### config.mk
export PLATFORM = sky130hd
export DESIGN_NAME = ws_array_feeder
export DESIGN_NICKNAME = d
export VERILOG_FILES = /design/src/rtl/ws_array_feeder.sv
export SDC_FILE = /design/constraint.sdc
export NUM_CORES = 1
export LEC_CHECK = 0
export CAP_MARGIN = 20
export CORE_MARGIN = 2
export CORE_UTILIZATION = 51
export DETAILED_ROUTE_END_ITERATION = 10
export PLACE_DENSITY = 0.95
export SLEW_MARGIN = 20
export SYNTH_ARGS = -nofsm -noshare
export SYNTH_HDL_FRONTEND = slang
export SYNTH_SLANG_ARGS = --single-unit
export TNS_END_PERCENT = 5
### constraint.sdc
create_clock -name clk -period 5.91 [get_ports clk]
set_input_delay 0.8865 -clock clk [delete_from_list [all_inputs] [get_ports clk]]
set_output_delay 0.8865 -clock clk [all_outputs]
set_load 0.05 [all_outputs]
### src/rtl/ws_array_feeder.sv
// ws_array_feeder: upstream sequencer for a weight-stationary PE column.
// Loads ROWS weights down the column, then streams activation vectors with a
// per-row skew (lane r delayed r cycles), drains the skew and pulses done.
// Optional build macro: FEEDER_STALL_CNT_EN adds a saturating stall_cnt output
// counting cycles where the column could accept data but none was offered.
// Assumes ROWS >= 2.
module ws_array_feeder #(
  parameter int WORD_WIDTH = 8,
  parameter int ROWS       = 4,
  parameter int CNT_WIDTH  = 8
) (
  input  logic                       clk,
  input  logic                       reset,
  input  logic                       start,
  input  logic [CNT_WIDTH-1:0]       vec_count,
  input  logic                       w_valid,
  output logic                       w_ready,
  input  logic [WORD_WIDTH-1:0]      w_data,
  input  logic                       a_valid,
  output logic                       a_ready,
  input  logic [ROWS*WORD_WIDTH-1:0] a_data,
  output logic [1:0]                 control,
  output logic [4*WORD_WIDTH-1:0]    d_in,
  output logic [ROWS*WORD_WIDTH-1:0] a_in,
  output logic [ROWS-1:0]            a_in_vld,
  output logic                       busy,
  output logic                       done
`ifdef FEEDER_STALL_CNT_EN
  ,
  output logic [15:0]                stall_cnt
`endif
);

  localparam int PSUM_W = 4 * WORD_WIDTH;
  localparam int WC_W   = $clog2(ROWS + 1);
  localparam int DR_W   = (ROWS > 2) ? $clog2(ROWS) : 1;

  localparam logic [1:0] CTRL_HOLD = 2'b00;
  localparam logic [1:0] CTRL_LOAD = 2'b01;
  localparam logic [1:0] CTRL_COMP = 2'b10;

  typedef enum logic [1:0] {
    S_IDLE    = 2'd0,
    S_LOAD    = 2'd1,
    S_COMPUTE = 2'd2,
    S_DRAIN   = 2'd3
  } state_t;

  state_t               state_q;
  logic [WC_W-1:0]      wcnt_q;
  logic [CNT_WIDTH-1:0] vcnt_q;
  logic [CNT_WIDTH-1:0] vec_q;
  logic [DR_W-1:0]      drain_q;
  logic                 w_ready_q;
  logic                 a_ready_q;
  logic [1:0]           control_q;
  logic [PSUM_W-1:0]    d_in_q;
  logic                 busy_q;
  logic                 done_q;

  logic w_accept;
  logic a_accept;

  // Handshakes use the registered ready, so acceptance matches what upstream saw.
  assign w_accept = w_valid & w_ready_q;
  assign a_accept = a_valid & a_ready_q;

  // Job sequencer: state, counters and all registered control outputs.
  always_ff @(posedge clk) begin
    if (reset) begin
      state_q   <= S_IDLE;
      wcnt_q    <= '0;
      vcnt_q    <= '0;
      vec_q     <= '0;
      drain_q   <= '0;
      w_ready_q <= 1'b0;
      a_ready_q <= 1'b0;
      control_q <= CTRL_HOLD;
      d_in_q    <= '0;
      busy_q    <= 1'b0;
      done_q    <= 1'b0;
    end else begin
      done_q <= 1'b0;
      case (state_q)
        S_IDLE: begin
          control_q <= CTRL_HOLD;
          w_ready_q <= 1'b0;
          a_ready_q <= 1'b0;
          wcnt_q    <= '0;
          vcnt_q    <= '0;
          if (start) begin
            vec_q   <= vec_count;
            state_q <= S_LOAD;
            busy_q  <= 1'b1;
          end
        end
        S_LOAD: begin
          // The first LOAD cycle is a setup cycle: ready rises one edge later.
          w_ready_q <= 1'b1;
          if (w_accept) begin
            control_q <= CTRL_LOAD;
            d_in_q    <= PSUM_W'(w_data);
            if (wcnt_q == WC_W'(ROWS - 1)) begin
              wcnt_q    <= WC_W'(ROWS);
              w_ready_q <= 1'b0;
              drain_q   <= '0;
              if (vec_q == '0) begin
                state_q <= S_DRAIN;
              end else begin
                state_q   <= S_COMPUTE;
                a_ready_q <= 1'b1;
              end
            end else begin
              wcnt_q <= wcnt_q + WC_W'(1);
            end
          end else begin
            // Bubble: hold code keeps the PEs still; d_in keeps its last value.
            control_q <= CTRL_HOLD;
          end
        end
        S_COMPUTE: begin
          control_q <= CTRL_COMP;
          d_in_q    <= '0;
          if (a_accept) begin
            vcnt_q <= vcnt_q + CNT_WIDTH'(1);
            if (vcnt_q + CNT_WIDTH'(1) == vec_q) begin
              state_q   <= S_DRAIN;
              a_ready_q <= 1'b0;
              drain_q   <= '0;
            end
          end
        end
        S_DRAIN: begin
          control_q <= CTRL_COMP;
          d_in_q    <= '0;
          if (drain_q == DR_W'(ROWS - 2)) begin
            state_q   <= S_IDLE;
            control_q <= CTRL_HOLD;
            busy_q    <= 1'b0;
            done_q    <= 1'b1;
          end else begin
            drain_q <= drain_q + DR_W'(1);
          end
        end
        default: begin
          state_q <= S_IDLE;
        end
      endcase
    end
  end

  assign w_ready = w_ready_q;
  assign a_ready = a_ready_q;
  assign control = control_q;
  assign d_in    = d_in_q;
  assign busy    = busy_q;
  assign done    = done_q;

  // Skew network: lane r is an (r+1)-deep register chain, so lane 0 shows a
  // vector right after its accept edge and lane r shows it r cycles later.
  genvar gi;
  generate
    for (gi = 0; gi < ROWS; gi++) begin : g_lane
      logic [WORD_WIDTH-1:0] data_q [gi+1];
      logic                  vld_q  [gi+1];

      // Shift accepted lane data (or a zero bubble) one stage per cycle.
      always_ff @(posedge clk) begin
        if (reset) begin
          for (int j = 0; j <= gi; j++) begin
            data_q[j] <= '0;
            vld_q[j]  <= 1'b0;
          end
        end else begin
          data_q[0] <= a_accept ? a_data[gi*WORD_WIDTH +: WORD_WIDTH] : '0;
          vld_q[0]  <= a_accept;
          for (int j = 1; j <= gi; j++) begin
            data_q[j] <= data_q[j-1];
            vld_q[j]  <= vld_q[j-1];
          end
        end
      end

      assign a_in[gi*WORD_WIDTH +: WORD_WIDTH] = data_q[gi];
      assign a_in_vld[gi]                      = vld_q[gi];
    end
  endgenerate

`ifdef FEEDER_STALL_CNT_EN
  logic [15:0] stall_q;
  logic        stall_hit;

  assign stall_hit = ((state_q == S_LOAD) && w_ready_q && !w_valid) ||
                     ((state_q == S_COMPUTE) && a_ready_q && !a_valid);

  // Count cycles where the column could take data but upstream offered none.
  always_ff @(posedge clk) begin
    if (reset) begin
      stall_q <= '0;
    end else if ((state_q == S_IDLE) && start) begin
      stall_q <= '0;
    end else if (stall_hit && (stall_q != 16'hFFFF)) begin
      stall_q <= stall_q + 16'd1;
    end
  end

  assign stall_cnt = stall_q;
`endif

endmodule

==> results of run 1 <==
[sequential cells by signal (all words and copies together) (netlist names)]
name           flops
busy               1
state_q            2
d_in               8
control            2
g_lane.data_q     80
a_ready            1
drain_q            2
done               1
g_lane.vld_q       4
w_ready            1
vcnt_q             8
wcnt_q             3
vec_q              8
[synthesized netlist by cell type (2+ instances only)]
cell      number  area [um^2]
a211oi_1       4         30.0
a21o_1         3         22.5
a21oi_1       28          140
a311oi_1       7         61.3
a31oi_1        2         12.5
and2_1        33          206
and3_1         3         18.8
and4_1         2         17.5
buf_4         45          338
clkbuf_1      19         71.3
dfxtp_1      121         2420
ha_1           8          100
inv_1          5         18.8
mux2i_1        3         30.0
nand2_1       35          131
nand2b_1       3         18.8
nand3_1       21          105
nand4_1        2         12.5
nor2_1        14         52.6
nor2b_1       52          325
nor3_1         3         15.0
nor3b_1        3         22.5
o21ai_0        5         25.0
o32ai_1        2         17.5
or3_1          2         12.5
xnor2_1        8         70.1
xor2_1         3         26.3
[cells by family (layout without fill, tap and decap cells)]
family | Yosys count | count (layout) | share of synthesized area
DFF | 121 | 121 | 0.541
buffers and inverters | 72 | 141 | 0.0998
adders and majority gates | 8 | 8 | 0.0224
xor gates and xnor gates | 12 | 12 | 0.0252
muxes | 4 | 4 | 0.00923
and+or+nand+nor | 177 | 177 | 0.216
other | 1 | 24 | 0.000838
AOI/OAI and AO/OA | 59 | 59 | 0.0853
[per-stage QoR]
step | area (um^2) | hold WS (ps) | power (mW)
after floorplan | 4560 | 414 | 1.32
after global placement | 5300 | 417 | 1.44
after detailed placement | 5300 | 420 | 1.46
after CTS | 5910 | 435 | 2.51
after global routing | 5910 | 453 | 2.60
final | 5910 | 430 | 2.50
[worst paths after layout]
check	from	endpoint	slack, ps	depth (start not counted)
setup reg to reg	vcnt_q[0]	drain_q[1]	3450	7
hold reg to reg	g_lane[2].data_q[0][0]	g_lane[2].data_q[0][8]	430	1
setup / recovery	a_ready	a_ready	3220	1
hold / removal	g_lane[2].data_q[0][0]	g_lane[2].data_q[0][8]	430	1
[worst reg2reg max path: stages (launching register included)]
cell and delay [ps]:
dfxtp_1 440, ha_1 300, and3_1 320, nand3_1 140
nor3b_1 340, o2111ai_1 240, a221oi_1 380, o32ai_1 140
[per-layer routing]
| layer | track usage | share of wire | routed length (um) | vias up |
|---|---|---|---|---|
| met4 | 0.0726 | 0.018 | 160 | 0 |
| met1 | 0.204 | 0.40 | 3530 | 1548 |
| met2 | 0.346 | 0.54 | 4820 | 107 |
| li1 | - | - | - | 1599 |
| met3 | 0.0583 | 0.044 | 395 | 16 |
| met5 | 0 | 0 | 0 | - |
[power breakdown]
| part | total, mW | switching, mW | leakage, nW | internal (mW) |
|---|---|---|---|---|
| registers | 0.914 | 0.0411 | 0.978 | 0.873 |
| logic | 0.534 | 0.353 | 1.02 | 0.181 |
| clock network | 1.05 | 0.386 | 0.300 | 0.666 |
| total | 2.50 | 0.780 | 2.30 | 1.72 |
[area by class of cell]
cell class / count / area share
clock buffers: 18 / 0.0724
clock inverters: 14 / 0.0311
inverters: 6 / 0.00381
multi-input cells: 284 / 0.287
flip-flops and latches: 121 / 0.410
well taps: 108 / 0.0229
repair buffers: 103 / 0.173
==> flow_summary.toml, run 1 <==
[outcome]
outcome = "finished, final reports clean"

[grt]
grt_first_pass_wirelength_um = 14500
grt_max_degree = 73
antenna_found_initial = 0
gr-usage-all-layers = 0.190
overflow = 0
grt_pass1_vias = 3231

[floorplan]
die_h_um = 97.7
io_pins = 127
initial_core_util = 0.518
die_w_um = 97.7
rows = 34
design.core.area_um2 = 8640
die-area_um2 = 9540

[timing]
fmaxAchievable_mhz = 372
worst_slew_pin_slew_ps = 924
fin_ws_ps = 3220
period_minus_slack_ps = 2690
finalHoldViolCount = 0
setup_viol = 0
maxSlewViolCount = 0
relSlewSlack = 0.383
fin_skew_ps = 13.1
rsz0062_at_grt = "false"
fin_crit_sh = 0.455
setup_tns_ps = 0

[power_and_ir_drop]
peakVddDrop_mv = 0.248
power_leakage_nw = 2.30
power_density_nw_per_um2 = 423

[clock_network]
cts_setup_buffers = 0
clk_latency_ps = 500
cts.htree.levels = 4
clk_pin_slew_ps = 60
clockRootBuffer = "clkbuf_8"
cts_buffers = 17
tritoncts = "done"
ctsLongestPathBuffers = 2
ctsHoldBuffers = 0
clock-sinks = 121
post_cts_resized = 0

[worst_hold_path]
holdCritPathClass = "flip-flop to flip-flop"

[placed_design]
port_buffers = 102
globalplace.congestion = 0.824
place_ws_ps = 3090
dp_hpwl_um = 5940
dpl.cell_count = 622

[cells_and_area]
drive_above_1_share = 0.0733
regArea_um2 = 2420
fin_nets = 594
final_util = 0.684
syn2layout_area_growth_pct = 32.1
stdcell_count = 654
diodes = 0
final_cell_mix = "121 x dfxtp_1, 101 x clkdlybuf4s50_1, 52 x nor2b_1, 35 x nand2_1, 33 x and2_1"
final_common_cell = "dfxtp_1"
n_fill_cell = 653
multiInputGateArea_um2 = 1700

[logic_synthesis]
synth-edff-count = 0
ys_types = 45
netlist_area_um2 = 4480
avgSynthCellArea_um2 = 9.86
ys_seq_area_frac = 0.541
yosysWarnings = 0
synthCells = 454
synth-seq-cells = 121
synth-main-ff-cell = "dfxtp_1"
async_flop_share = 0

[route]
wl_per_cell_um = 13.6
drt_iter0_markers = 138
final_antenna_net_count = 0
first_pass_iters = 4
wl_um = 8900
avgViaCountPerCell = 5.00
vias = 3270
drc = 0

[setup_path]
startpoint_type = "flip-flop"
worst_setup_path_end_kind = "primary output"
critPathTopFamily = "buffers and inverters"
cp_max_fo = 6
slowest_delay_ps = 870
cp_slowest_cell = "clkdlybuf4s50_1"
critPathBufInv = 1
cp.required_ps = 5020
arrival_ps = 1800
cp_cell_sequence = "clkdlybuf4s50_1"
worstSetupPathType = "flip-flop to primary output"

[flow_run]
maxCapViolCount = 0
No activity file was read; power rests on OpenSTA's default activity.
==> run 2, diff against run 1 <==
--- a/config.mk
+++ b/config.mk
@@ -7,9 +7,9 @@
 export LEC_CHECK = 0
 export CAP_MARGIN = 20
 export CORE_MARGIN = 2
-export CORE_UTILIZATION = 51
+export CORE_UTILIZATION = 43
 export DETAILED_ROUTE_END_ITERATION = 10
-export PLACE_DENSITY = 0.95
+export PLACE_DENSITY = 0.86
 export SLEW_MARGIN = 20
 export SYNTH_ARGS = -nofsm -noshare
 export SYNTH_HDL_FRONTEND = slang
==> constraint.sdc (replaced) <==
create_clock -name clk -period 2.4 [get_ports clk]
set_input_delay 0.36 -clock clk [delete_from_list [all_inputs] [get_ports clk]]
set_output_delay 0.36 -clock clk [all_outputs]
set_load 0.05 [all_outputs]
==> flow_summary.toml, run 2 (synthesized netlist as in run 1, its figures left out) <==
[setup_path]
startpoint_type = "flip-flop"
reg2reg_slack_ps = 100
cp_max_fo = 6
reg2reg_depth = 7
slowest_delay_ps = 440
cp_cell_sequence = "ha_1, and3_2, nand3_1, nor3b_1, o2111ai_1, a221oi_2, o32ai_1"
r2r-end = "drain_q[0]"
worstSetupPathType = "flip-flop to flip-flop"
cp.required_ps = 2760
r2r-start = "vcnt_q[0]"
worst_setup_path_end_kind = "flip-flop"
cp_slowest_cell = "dfxtp_1"
arrival_ps = 2660

[timing]
worst_slew_pin_slew_ps = 655
finalHoldViolCount = 0
fin_crit_sh = 0.958
fin_skew_ps = 8.83
whs_ps = 239
fin_ws_ps = 101
fmaxAchievable_mhz = 435
maxSlewViolCount = 0
relSlewSlack = 0.564
setup_tns_ps = 0
period_minus_slack_ps = 2300
setup_viol = 0

[floorplan]
initial_core_util = 0.437
die_w_um = 106
io_pins = 127
die_h_um = 106
design.core.area_um2 = 10200
die-area_um2 = 11200
rows = 37

[flow_run]
maxCapViolCount = 0

[cells_and_area]
largest_register = "g_lane.data_q"
syn2layout_area_growth_pct = 32.8
multiInputGateArea_um2 = 1700
final_cell_mix = "121 x dfxtp_1, 101 x clkdlybuf4s50_1, 52 x nor2b_1, 35 x nand2_1, 33 x and2_1"
n_fill_cell = 835
fin_nets = 600
diodes = 0
regArea_um2 = 2420
final_common_cell = "dfxtp_1"
stdcell_count = 688
drive_above_1_share = 0.0870
largest_reg_flops = 80

[route]
drc = 0
first_pass_iters = 7
dr_wl_met2_um = 4360
drt_iter0_markers = 189
routed-wl-met3_um = 598
highest_layer = "met4"
wl_per_cell_um = 12.9
final_antenna_net_count = 0
vias = 3232
avgViaCountPerCell = 4.70
wl_um = 8860
wl_met1_um = 3750

[worst_hold_path]
worstHoldEndpoint = "g_lane[2].data_q[0][17]"
holdCritPathClass = "input port to flip-flop"
hold-path-cell-count = 2
hold_start = "reset"

[power_and_ir_drop]
power_leakage_nw = 2.30
peakVddDrop_mv = 0.692
power_density_nw_per_um2 = 1000

[clock_network]
clockRootBuffer = "clkbuf_8"
clk_latency_ps = 510
cts_buffers = 17
cts_setup_buffers = 0
clk_pin_slew_ps = 60
ctsLongestPathBuffers = 2
cts.htree.levels = 4
clock-sinks = 121
tritoncts = "done"

[outcome]
outcome = "finished, final reports clean"

[grt]
grt_pass1_vias = 3163
gr-usage-all-layers = 0.167
overflow = 0
grt_max_degree = 69
grt_first_pass_wirelength_um = 14600
antenna_found_initial = 0

[placed_design]
port_buffers = 102
place_ws_ps = 118
globalplace.congestion = 0.898
dpl.cell_count = 656
dp_hpwl_um = 6150
-- run 2: cell count changes in the layout (fill, tap and decap cells not counted), sizes merged --
| cell | previous run | this run |
|---|---|---|
| clkinv | 3 | 8 |
| clkbuf | 18 | 17 |
| clkinvlp | 1 | 2 |
| inv | 13 | 10 |
| buf | 2 | 8 |
| bufinv | 3 | 1 |
-- run 2: cell type report --
type | instances | area share
clock inverters | 15 | 0.0238
well taps | 136 | 0.0286
inverters | 6 | 0.00379
flip-flops and latches | 121 | 0.408
multi-input cells | 284 | 0.287
repair buffers | 109 | 0.180
clock buffers | 17 | 0.0697
-- run 2: how the worst max path moves through the flow --
stage	startpoint	to	slack, ps
floorplan	vcnt_q[0]	drain_q[0]	410
global placement	w_valid	drain_q[0]	160
detailed placement	vcnt_q[0]	drain_q[1]	120
CTS	vcnt_q[0]	drain_q[1]	110
global route	vcnt_q[0]	drain_q[0]	-40
finish	vcnt_q[0]	drain_q[0]	100
-- run 2: through the flow --
stage | power, mW | instance area, um^2 | util
after floorplan | 3.25 | 4560 | -
after CTS | 6.00 | 5930 | 0.580
after global routing | 6.24 | 5940 | 0.581
after detailed placement | 3.64 | 5380 | 0.526
final | 5.95 | 5940 | 0.581
after global placement | 3.60 | 5380 | 0.526
-- run 2: power by group --
group	switching, mW	internal, mW	leakage (nW)
Clock	0.948	1.39	0.271
Combinational	0.892	0.480	1.06
Sequential	0.0980	2.15	0.978
Total	1.94	4.02	2.30
-- run 2: repair_timing --
| item | CTS | global route |
|---|---|---|
| setup endpoints to repair | 0 | 3 |
| hold buffers | 0 | 0 |
| hold endpoints to repair | 0 | 0 |
| resized for setup | 0 | 2 |
-- run 2: critical path, delay by kind of cell, from the launching register on --
kind	cells	cell delay, ps
DFF	1	440
adders and majority gates	1	290
AOI/OAI and AO/OA	3	760
and+or+nand+nor	3	650
-- run 2: metal layers --
layer | vias up | global-route usage
met3 | 18 | 0.0619
li1 | 1610 | -
met1 | 1489 | 0.189
met5 | - | 0
met2 | 115 | 0.275
met4 | 0 | 0.0855
==> run 3, diff against run 2 <==
--- a/config.mk
+++ b/config.mk
@@ -6,8 +6,9 @@
 export NUM_CORES = 1
 export LEC_CHECK = 0
 export CAP_MARGIN = 20
-export CORE_MARGIN = 2
-export CORE_UTILIZATION = 43
+export CELL_PAD_IN_SITES_DETAIL_PLACEMENT = 1
+export CELL_PAD_IN_SITES_GLOBAL_PLACEMENT = 2
+export CORE_UTILIZATION = 26
 export DETAILED_ROUTE_END_ITERATION = 10
 export PLACE_DENSITY = 0.86
 export SLEW_MARGIN = 20
==> flow_summary.toml, run 3 (synthesized netlist as in run 1, its figures left out) <==
[timing]
period_minus_slack_ps = 2280
worst_slew_pin_slew_ps = 691
whs_ps = 430
setup_tns_ps = 0
fin_crit_sh = 0.948
fin_skew_ps = 6.41
fmaxAchievable_mhz = 439
maxSlewViolCount = 0
finalHoldViolCount = 0
relSlewSlack = 0.539
setup_viol = 0

[grt]
busiest_layer = "met2"
gr-usage-all-layers = 0.127
grt_first_pass_wirelength_um = 17300
grt_pass1_vias = 3484
grt.met3_usage = 0.0407
use_met1 = 0.135
overflow = 0
antenna_found_initial = 0
use_met2 = 0.221
grt_max_degree = 52

[power_and_ir_drop]
pwr-share-comb = 0.233
swShare = 0.320
seqPwrFrac = 0.366
p_switching_mw = 1.97
power_leakage_nw = 2.32
power_density_nw_per_um2 = 1010
p_clk_frac = 0.401
p_int_mw = 4.18
peakVddDrop_mv = 0.437

[setup_path]
r2r-start = "vcnt_q[1]"
cp.required_ps = 2680
crit_end = "drain_q[1]"
reg2reg_slack_ps = 120
r2r-end = "drain_q[1]"
crit_start = "vcnt_q[1]"
startpoint_type = "flip-flop"
reg2reg_depth = 7
worst_setup_path_end_kind = "flip-flop"
cp_max_fo = 6
worstSetupPathType = "flip-flop to flip-flop"
arrival_ps = 2550

[clock_network]
cts_setup_buffers = 0
cts.htree.levels = 4
clk_pin_slew_ps = 60
tritoncts = "done"
ctsHoldBuffers = 0
ctsLongestPathBuffers = 2
clock-sinks = 121
clockRootBuffer = "clkbuf_16"
clk_latency_ps = 410
cts_buffers = 17

[floorplan]
die_w_um = 133
rows = 47
design.core.area_um2 = 16700
initial_core_util = 0.268
die_h_um = 133
io_pins = 127
die-area_um2 = 17700

[route]
vias = 3330
final_antenna_net_count = 0
avgViaCountPerCell = 4.30
first_pass_iters = 4
drt_iter0_markers = 96
drc = 0
wl_um = 10900
wl_per_cell_um = 14.1

[cells_and_area]
drive_above_1_share = 0.0883
stdcell_count = 775
final_util = 0.364
diodes = 0
largest_reg_flops = 80
final_common_cell = "dfxtp_1"
syn2layout_area_growth_pct = 36.0
largest_register = "g_lane.data_q"
fin_nets = 603
final_cell_mix = "121 x dfxtp_1, 101 x clkdlybuf4s50_1, 52 x nor2b_1, 35 x nand2_1, 33 x and2_1"

[outcome]
outcome = "finished, final reports clean"

[placed_design]
dp_hpwl_um = 7540
dpl.cell_count = 743
globalplace.congestion = 0.806
port_buffers = 102

[flow_run]
maxCapViolCount = 0

[worst_hold_path]
holdCritPathClass = "flip-flop to flip-flop"
-- run 3: what timing repair did --
action | in CTS | in global routing
resized for setup | 0 | 1
endpoints found under the setup margin | 0 | 3
hold endpoints to repair | 0 | 0
-- run 3: through the flow --
| stage | instance area, um^2 | setup slack, ps | total power [mW] |
|---|---|---|---|
| 3_3_place_gp | 5510 | 119 | 3.68 |
| 3_5_place_dp | 5510 | 95.6 | 3.73 |
| 2_1_floorplan | 4560 | 410 | 3.25 |
| 5_1_grt | 6090 | -1.12 | 6.46 |
| 6_report | 6090 | 125 | 6.15 |
| 4_1_cts | 6090 | 118 | 6.25 |
-- run 3: worst min-delay path by stage --
stage                                        from                 endpoint  slack [ps]  cells past startpoint
final                     g_lane[2].data_q[0][15]  g_lane[2].data_q[0][23]         430                      1
after global routing       g_lane[3].data_q[1][5]   g_lane[3].data_q[2][5]         460                      1
after CTS                  g_lane[1].data_q[0][1]   g_lane[1].data_q[0][9]         440                      1
after detailed placement   g_lane[1].data_q[0][1]   g_lane[1].data_q[0][9]         420                      1
after global placement     g_lane[2].data_q[0][5]  g_lane[2].data_q[0][13]         420                      1
after floorplan            g_lane[1].data_q[0][2]  g_lane[1].data_q[0][10]         410                      1
-- run 3: critical path: stages (launching register included) --
cell and delay, ps:
dfxtp_1 380, ha_1 280, and3_2 300, nand3_1 120, nor3b_1 290, o2111ai_1 250, a221oi_1 380, o32ai_1 130
-- run 3: power groups by stage --
stage	clock network [mW]	registers [mW]	logic, mW
after floorplan	0	2.50	0.753
after global placement	0	2.29	1.40
after detailed placement	0	2.30	1.44
after CTS	2.55	2.25	1.45
after global routing	2.64	2.27	1.55
final	2.47	2.25	1.43
-- run 3: metal layers --
| layer | vias up | wire (um) |
|---|---|---|
| met2 | 100 | 5460 |
| li1 | 1614 | - |
| met1 | 1591 | 4590 |
| met5 | - | 0 |
| met4 | 0 | 295 |
| met3 | 25 | 576 |
-- run 3: layout make-up --
cell class,count,area [um^2]
Fill cell,1885,10600
Sequential cell,121,2420
Multi-Input combinational cell,284,1700
Timing Repair Buffer,112,1090
Clock buffer,18,429
Tap cell,220,275
Clock inverter,14,150
Inverter,6,22.5
